$ cat src/rtl/aes_pkg.sv
// Shared AES types and constants for the inverse-cipher control path.
package aes_pkg;

  localparam int AES_NR_128 = 10;
  localparam int AES_NR_192 = 12;
  localparam int AES_NR_256 = 14;
  localparam int AES_RW     = 4;

  typedef enum logic [2:0] {
    IDLE     = 3'd0,
    WAIT_KEY = 3'd1,
    INIT     = 3'd2,
    ROUND    = 3'd3,
    FINAL    = 3'd4,
    HOLD     = 3'd5
  } aes_state_e;

endpackage

$ cat src/rtl/aes_round_down_counter.sv
// Loadable RW-bit down counter used as the round key index; saturates at 0.
module aes_round_down_counter #(
  parameter int unsigned    RW      = 4,
  parameter logic [RW-1:0]  RST_VAL = '0
) (
  input  logic          i_clk,
  input  logic          i_reset,
  input  logic          i_load,
  input  logic [RW-1:0] i_load_val,
  input  logic          i_dec,
  output logic [RW-1:0] o_cnt,
  output logic          o_is_one,
  output logic          o_is_zero
);

  logic [RW-1:0] r_cnt;

  // Load has priority over decrement; decrement stops at zero.
  always_ff @(posedge i_clk) begin
    if (!i_reset)                   r_cnt <= RST_VAL;
    else if (i_load)                r_cnt <= i_load_val;
    else if (i_dec && r_cnt != '0)  r_cnt <= r_cnt - 1'b1;
  end

  assign o_cnt     = r_cnt;
  assign o_is_one  = (r_cnt == RW'(1));
  assign o_is_zero = (r_cnt == '0);

endmodule

$ cat src/rtl/aes_inv_round_ctrl.sv
// Round sequencer for the AES inverse cipher: walks the round key index NR..0
// and drives load/round enables plus the block-level valid/ready handshakes.
module aes_inv_round_ctrl
  import aes_pkg::*;
#(
  parameter int NR = AES_NR_128,
  parameter int RW = AES_RW
) (
  input  logic          i_clk,
  input  logic          i_reset,
  input  logic          i_flush,
  input  logic          i_in_valid,
  output logic          o_in_ready,
  input  logic          i_key_ready,
  output logic [RW-1:0] o_round_idx,
  output logic          o_load_en,
  output logic          o_round_en,
  output logic          o_skip_inv_mix,
  output logic          o_busy,
  output logic          o_out_valid,
  input  logic          i_out_ready
);

  localparam logic [RW-1:0] NR_V = RW'(NR);

  aes_state_e    r_state;
  aes_state_e    w_next;
  logic          w_in_ready;
  logic          w_accept;
  logic          w_cnt_load;
  logic          w_cnt_dec;
  logic [RW-1:0] w_cnt;
  logic          w_is_one;
  logic          w_is_zero;

  // HOLD can hand the slot to a new block in the same cycle the result leaves.
  assign w_in_ready = (r_state == IDLE) || (r_state == HOLD && i_out_ready);
  assign w_accept   = i_in_valid && w_in_ready && !i_flush;

  // State register; reset beats flush, flush is folded into w_next.
  always_ff @(posedge i_clk) begin
    if (!i_reset) r_state <= IDLE;
    else          r_state <= w_next;
  end

  // Next-state decode and round-index counter control.
  always_comb begin
    w_next = r_state;
    unique case (r_state)
      IDLE:     if (w_accept) w_next = i_key_ready ? INIT : WAIT_KEY;
      WAIT_KEY: if (i_key_ready) w_next = INIT;
      INIT:     w_next = ROUND;
      ROUND:    if (w_is_one) w_next = FINAL;
      FINAL:    w_next = HOLD;
      HOLD: begin
        if (i_out_ready) begin
          if (w_accept) w_next = i_key_ready ? INIT : WAIT_KEY;
          else          w_next = IDLE;
        end
      end
      default:  w_next = IDLE;
    endcase
    if (i_flush) w_next = IDLE;

    // Index sits at NR whenever a block is pending (key prefetch), counts
    // down through the rounds and rests at 0 while the result is held.
    w_cnt_load = (w_next == IDLE) || (w_next == WAIT_KEY) || (w_next == INIT);
    w_cnt_dec  = (w_next == ROUND) || (w_next == FINAL);
  end

  aes_round_down_counter #(
    .RW      (RW),
    .RST_VAL (NR_V)
  ) u_cnt (
    .i_clk      (i_clk),
    .i_reset    (i_reset),
    .i_load     (w_cnt_load),
    .i_load_val (NR_V),
    .i_dec      (w_cnt_dec),
    .o_cnt      (w_cnt),
    .o_is_one   (w_is_one),
    .o_is_zero  (w_is_zero)
  );

  assign o_in_ready     = w_in_ready;
  assign o_round_idx    = w_cnt;
  assign o_load_en      = (r_state == INIT);
  assign o_round_en     = (r_state == ROUND) || (r_state == FINAL);
  assign o_skip_inv_mix = (r_state == FINAL) && w_is_zero;
  assign o_busy         = (r_state != IDLE);
  assign o_out_valid    = (r_state == HOLD);

endmodule

$ cat config.mk
export PLATFORM = sky130hd
export DESIGN_NAME = aes_inv_round_ctrl
export DESIGN_NICKNAME = d
export VERILOG_FILES = /design/src/rtl/aes_pkg.sv /design/src/rtl/aes_round_down_counter.sv /design/src/rtl/aes_inv_round_ctrl.sv
export SDC_FILE = /design/constraint.sdc
export NUM_CORES = 1
export LEC_CHECK = 0
export CAP_MARGIN = 30
export CORE_MARGIN = 3
export CORE_UTILIZATION = 25
export DETAILED_ROUTE_END_ITERATION = 8
export PLACE_DENSITY_LB_ADDON = 0.1
export SKIP_LAST_GASP = 1
export SLEW_MARGIN = 10
export SYNTH_ARGS = -nofsm -noshare
export SYNTH_HDL_FRONTEND = slang
export SYNTH_SLANG_ARGS = --single-unit
$ cat constraint.sdc
create_clock -name i_clk -period 2.1 [get_ports i_clk]
set_clock_uncertainty 0.2 [all_clocks]
set_input_delay 0.21 -clock i_clk [delete_from_list [all_inputs] [get_ports i_clk]]
set_output_delay 0.21 -clock i_clk [all_outputs]
set_load 0.1 [all_outputs]
==> metrics.cfg, run 1 <==
[route]
routed_via_density = 4.93
post_drt_wl_per_cell_microns = 12.7
ant_nets = 0
finalWirelength_microns = 1360
num_vias = 528
route.detailed.drc = 0
first_iter_violations = 3
drtPass1Iterations = 4

[timing]
hold_viol = 0
finalSetupViolations = 0
drv_slew = 0
fin_ws_ps = 89.0
period_minus_slack_ps = 2010
rsz0062_at_grt = no
worst_slew_pin_slew_ps = 327
timing.fmax_mhz = 497
period_share_pct = 95.8
whs_ps = 372
max-slew-margin-rel_pct = 78.0

[synthesis]
synth_edf_count = 0
synth_cell_types = 33
ys.flop_type = dfxtp_1
synth.avg_cell_area_sq_um = 8.21
synth_area_leaders = dfxtp_1, ha_1, nand2_1
synth_top_area_share_pct = 27.5
ys_ff_latch = 7
synth_top_cell_by_area = dfxtp_1
yosysSeqAreaShare_pct = 27.5
yosys_warnings = 0
syn_nets = 71
synth-async-reset-ratio_pct = 0
synthMostInstantiatedCell = nand2_1
synth_cells = 62
syn_area_sq_um = 509
synth_commonest_cells = nand2_1, dfxtp_1, nor2_1

[place]
numPlacedInstances = 101
gp_congestion = 0.720
dp_hpwl_microns = 1100
dpl_cell_area_sq_um = 758
dpl_worst_slack_ps = 268
port_buffers = 15

[global_route]
grt_pass1_wl_microns = 2300
grt_max_degree = 10
gr-total-overflow = 0
grtUsageTotal_pct = 12.0
grt_pass1_vias = 521
antenna_found_initial = 0

[final_layout]
multi_input_area_sq_um = 378
fillCellCount = 190
fin_area_sq_um = 817
post-route-util_pct = 44.9
nNetsFinal = 92
drive_gt1_share_pct = 39.0
syn_to_final_growth_pct = 60.4
diodes = 0
fin_cells = 107
regArea_sq_um = 145

[power_and_ir_drop]
cellPowerDensity_mw_per_mm2 = 393
leakagePower_nw = 0.301
peakVddDrop_uv = 301

[clock_network]
clockRootBuffer = clkbuf_4
cts_buffer_depth = 2
clock_latency_ps = 250
cts_htree_levels = 1
cts.sinks = 7
numCtsBuffers = 3
clkTransAtPathRegs_ps = 50
cts_tree = yes
cts_hold_buffers = 0

[critical_path]
reg2regPathDepth = 7
critPathLaunchType = register
crit_path_max_incr_delay_ps = 400
cp_max_fo = 4
criticalPathCategory = register to output pin
critical_path_required_ps = 1690
cp-end-kind = output pin
rrSetupSlack_ps = 370
arrival_ps = 1600
cp_slowest_cell = or3b_4
crit_chain = inv_4, ha_4, or3b_4, nor3_4, buf_12

[floorplanning]
dieHeight_microns = 51.1
initial_core_util_pct = 28.0
fp.dieW_microns = 51.1
core_area_sq_mm = 0.00182
boundaryPins = 16
dieArea_sq_mm = 0.00261
row_count = 15

[hold_path]
min_path_type = register to register
min_path_cells = 2

[flow_run]
maxCapViolCount = 0

[run_status]
outcome = finished clean

-- registers in the layout (all words and copies together), names as in the netlist --
| signal | flops |
|---|---|
| r_state | 3 |
| u_cnt.o_cnt | 4 |
-- worst max-delay path: cells and delay by family, from the launching register on --
kind / cells / cell delay, ps
simple gates: 2 / 610
fa+ha+maj: 1 / 130
flops: 1 / 350
buf+inv: 2 / 270
-- cell type report --
class / instances / share of cell area, %
inverters: 3 / 1.68
multi-input cells: 50 / 46.2
clock buffers: 4 / 3.22
repair buffers: 18 / 27.3
well taps: 25 / 3.83
flip-flops and latches: 7 / 17.8
-- path summary, 6_finish.rpt --
kind	from	end
hold / removal	u_cnt.o_cnt[3]	u_cnt.o_cnt[3]
setup reg to reg	u_cnt.o_cnt[0]	u_cnt.o_cnt[2]
setup / recovery	u_cnt.o_cnt[0]	o_skip_inv_mix
hold reg to reg	u_cnt.o_cnt[3]	u_cnt.o_cnt[3]
-- per-stage QoR --
stage | setup TNS, ps | total power, mW
floorplan | -342 | 0.177
global placement | 0 | 0.204
detailed placement | 0 | 0.204
CTS | 0 | 0.325
global route | 0 | 0.341
finish | 0 | 0.321
-- routing by layer --
metal	share of wire, %	wire length (microns)	up-vias	track usage [%]
li1	-	-	267	-
met1	44	605	240	13.3
met2	49	661	17	19.3
met3	4.6	63	4	5.83
met4	2.2	30	0	4.93
met5	0	0	-	0
-- cell usage in the layout (no fill, tap or decap), types with 2 or more instances in the layout --
cell	synthesis	routed
a21oi_1	2	2
and2b_1	2	2
buf_12	0	6
buf_4	0	7
clkbuf_4	1	3
clkdlybuf4s50_1	0	5
dfxtp_1	7	5
ha_1	3	2
nand2_1	9	9
nand3_1	2	2
nand4_1	3	3
nor2_1	5	4
xor2_1	2	2
-- kinds of logic (layout without fill, tap and decap cells) --
logic type	Yosys count	in the layout	synth area share (%)
AND/OR/NAND/NOR	32	32	36.6
AO/OA/AOI/OAI	12	12	18.7
flip-flops	7	7	27.5
buffers and inverters	5	25	4.67
adder cells (fa/ha/maj)	3	3	7.37
XOR/XNOR	3	3	5.16
-- power by group --
group	switching [mW]	internal, mW	total [mW]
Sequential	0.00282	0.133	0.136
Combinational	0.0370	0.0274	0.0644
Clock	0.0480	0.0724	0.120
-- repair_timing --
item	CTS	global route
pin swaps	1	1
endpoints found under the hold margin	0	0
endpoints found under the setup margin	1	1
resized for setup	2	4
buffers inserted	0	2
(Power assumes the default switching activity.)
==> run 2: changes to the inputs <==
--- a/config.mk
+++ b/config.mk
@@ -6,8 +6,10 @@
 export NUM_CORES = 1
 export LEC_CHECK = 0
 export CAP_MARGIN = 30
+export CELL_PAD_IN_SITES_DETAIL_PLACEMENT = 1
+export CELL_PAD_IN_SITES_GLOBAL_PLACEMENT = 2
 export CORE_MARGIN = 3
-export CORE_UTILIZATION = 25
+export CORE_UTILIZATION = 24
 export DETAILED_ROUTE_END_ITERATION = 8
 export PLACE_DENSITY_LB_ADDON = 0.1
 export SKIP_LAST_GASP = 1
==> run 2 against run 1 <==
  * Sequential power hardly changed
  * Total power is 1.5% higher
  * Global-route usage is 0.71 points lower
  * Cell area is 0.61% lower
  * Die area is 3.7% higher
  * Clock power is 3% higher
  * Combinational power hardly changed
  * Flip-flop and latch count stayed put
  * Worst setup slack worse by 33 ps
  * Routed wire length is 3.9% higher
  * Via count is 0.38% lower
  * Cell count is 2.8% higher
  * Critical path type unchanged
  * Highest routed layer unchanged
==> metrics.cfg, run 2 (synthesis results as in run 1) <==
[run_status]
outcome = finished clean

[critical_path]
cp_num_buf_inv = 2
crit_path_max_incr_delay_ps = 410
arrival_ps = 1630
cp-end-kind = output pin
crit_cells = 5
cp_slowest_cell = or3b_4
critPathLaunchType = register
crit_family = simple AND/OR/NAND/NOR gates
reg2regPathDepth = 6
cp_max_fo = 4
critical_path_required_ps = 1690
criticalPathCategory = register to output pin
crit_chain = inv_2, ha_2, or3b_4, nor3_4, buf_12

[clock_network]
clockRootBuffer = clkbuf_4
cts_buffer_depth = 2
cts.sinks = 7
cts_htree_levels = 1
clock_latency_ps = 250
cts_tree = yes
cts_hold_buffers = 0
numCtsBuffers = 3
clkTransAtPathRegs_ps = 60

[route]
num_vias = 526
first_iter_violations = 4
routed_via_density = 4.78
ant_nets = 0
post_drt_wl_per_cell_microns = 12.8
drtPass1Iterations = 3
finalWirelength_microns = 1410
route.detailed.drc = 0

[global_route]
grt_pass1_wl_microns = 2210
gr-usage-met3_pct = 2.58
met2_usage_pct = 16.3
gr-max-usage-layer = met2
grtUsageTotal_pct = 11.3
grt_max_degree = 10
grt_use_met1_pct = 14.9
antenna_found_initial = 0
grt_pass1_vias = 473
gr-total-overflow = 0

[final_layout]
diodes = 0
fin_area_sq_um = 812
nNetsFinal = 93
final_cell_mix = nand2_1, buf_4, buf_12
fin_cells = 110
largest_reg_flops = 4
post-route-util_pct = 41.0
final_common_cell = nand2_1
drive_gt1_share_pct = 39.8
syn_to_final_growth_pct = 59.5

[place]
dpl_cell_area_sq_um = 761
dpl_worst_slack_ps = 260
numPlacedInstances = 103
port_buffers = 15
gp_congestion = 0.756
dp_hpwl_microns = 1150

[timing]
fin_tns_setup_ps = 0
period_share_pct = 97.3
period_minus_slack_ps = 2040
drv_slew = 0
whs_ps = 365
timing.fmax_mhz = 489
max-slew-margin-rel_pct = 78.4
finalSetupViolations = 0
worst_slew_pin_slew_ps = 324
hold_viol = 0
fin_ws_ps = 55.7

[flow_run]
maxCapViolCount = 0

[floorplanning]
initial_core_util_pct = 25.7
row_count = 16
boundaryPins = 16
dieArea_sq_mm = 0.00271
fp.dieW_microns = 52.1
core_area_sq_mm = 0.00198
dieHeight_microns = 52.1

[hold_path]
min_path_type = register to register
min_path_cells = 2

[power_and_ir_drop]
leakagePower_nw = 0.304
totalPowerFinal_mw = 0.326
cellPowerDensity_mw_per_mm2 = 401
peakVddDrop_uv = 260

run 2: where the power goes:
| group | leakage (nW) | internal [mW] | switching (mW) |
|---|---|---|---|
| Clock | 0.0150 | 0.0726 | 0.0517 |
| Sequential | 0.0566 | 0.134 | 0.00272 |
| Combinational | 0.232 | 0.0275 | 0.0367 |
run 2: path summary, 6_finish.rpt:
path | from | end | slack (ps)
min reg2reg | u_cnt.o_cnt[3] | u_cnt.o_cnt[3] | 370
min | u_cnt.o_cnt[3] | u_cnt.o_cnt[3] | 370
max reg2reg | u_cnt.o_cnt[1] | u_cnt.o_cnt[2] | 460
max | u_cnt.o_cnt[1] | o_skip_inv_mix | 60
run 2: area by class of cell:
cell class,count,area (sq um)
repair buffers,19,230
multi-input cells,50,368
fillers,235,1170
inverters,3,11.3
flip-flops and latches,7,143
well taps,27,33.8
clock buffers,4,26.3
run 2: worst register-to-register path, stage by stage (launching register included):
cell	delay, ps
dfxtp_2	330
inv_2	70
ha_2	170
or3b_4	410
nand4_1	140
xor2_1	150
nor2_1	50
run 2: timing repair:
item | CTS | global route
pin swaps | 1 | 1
setup endpoints to repair | 1 | 1
resized for setup | 2 | 1
setup buffers | 0 | 3
run 2: metal layers:
layer | up-vias | part of all wire, %
li1 | 264 | -
met1 | 249 | 49
met2 | 11 | 46
met3 | 2 | 3.8
met4 | 0 | 1.3
met5 | - | 0
==> run 3: changes to the inputs <==
--- a/config.mk
+++ b/config.mk
@@ -5,6 +5,7 @@
 export SDC_FILE = /design/constraint.sdc
 export NUM_CORES = 1
 export LEC_CHECK = 0
+export ABC_CLOCK_PERIOD_IN_PS = 2100
 export CAP_MARGIN = 30
 export CELL_PAD_IN_SITES_DETAIL_PLACEMENT = 1
 export CELL_PAD_IN_SITES_GLOBAL_PLACEMENT = 2
==> results of run 3 <==
Final layout, timing and power as in run 2 (identical DEF).
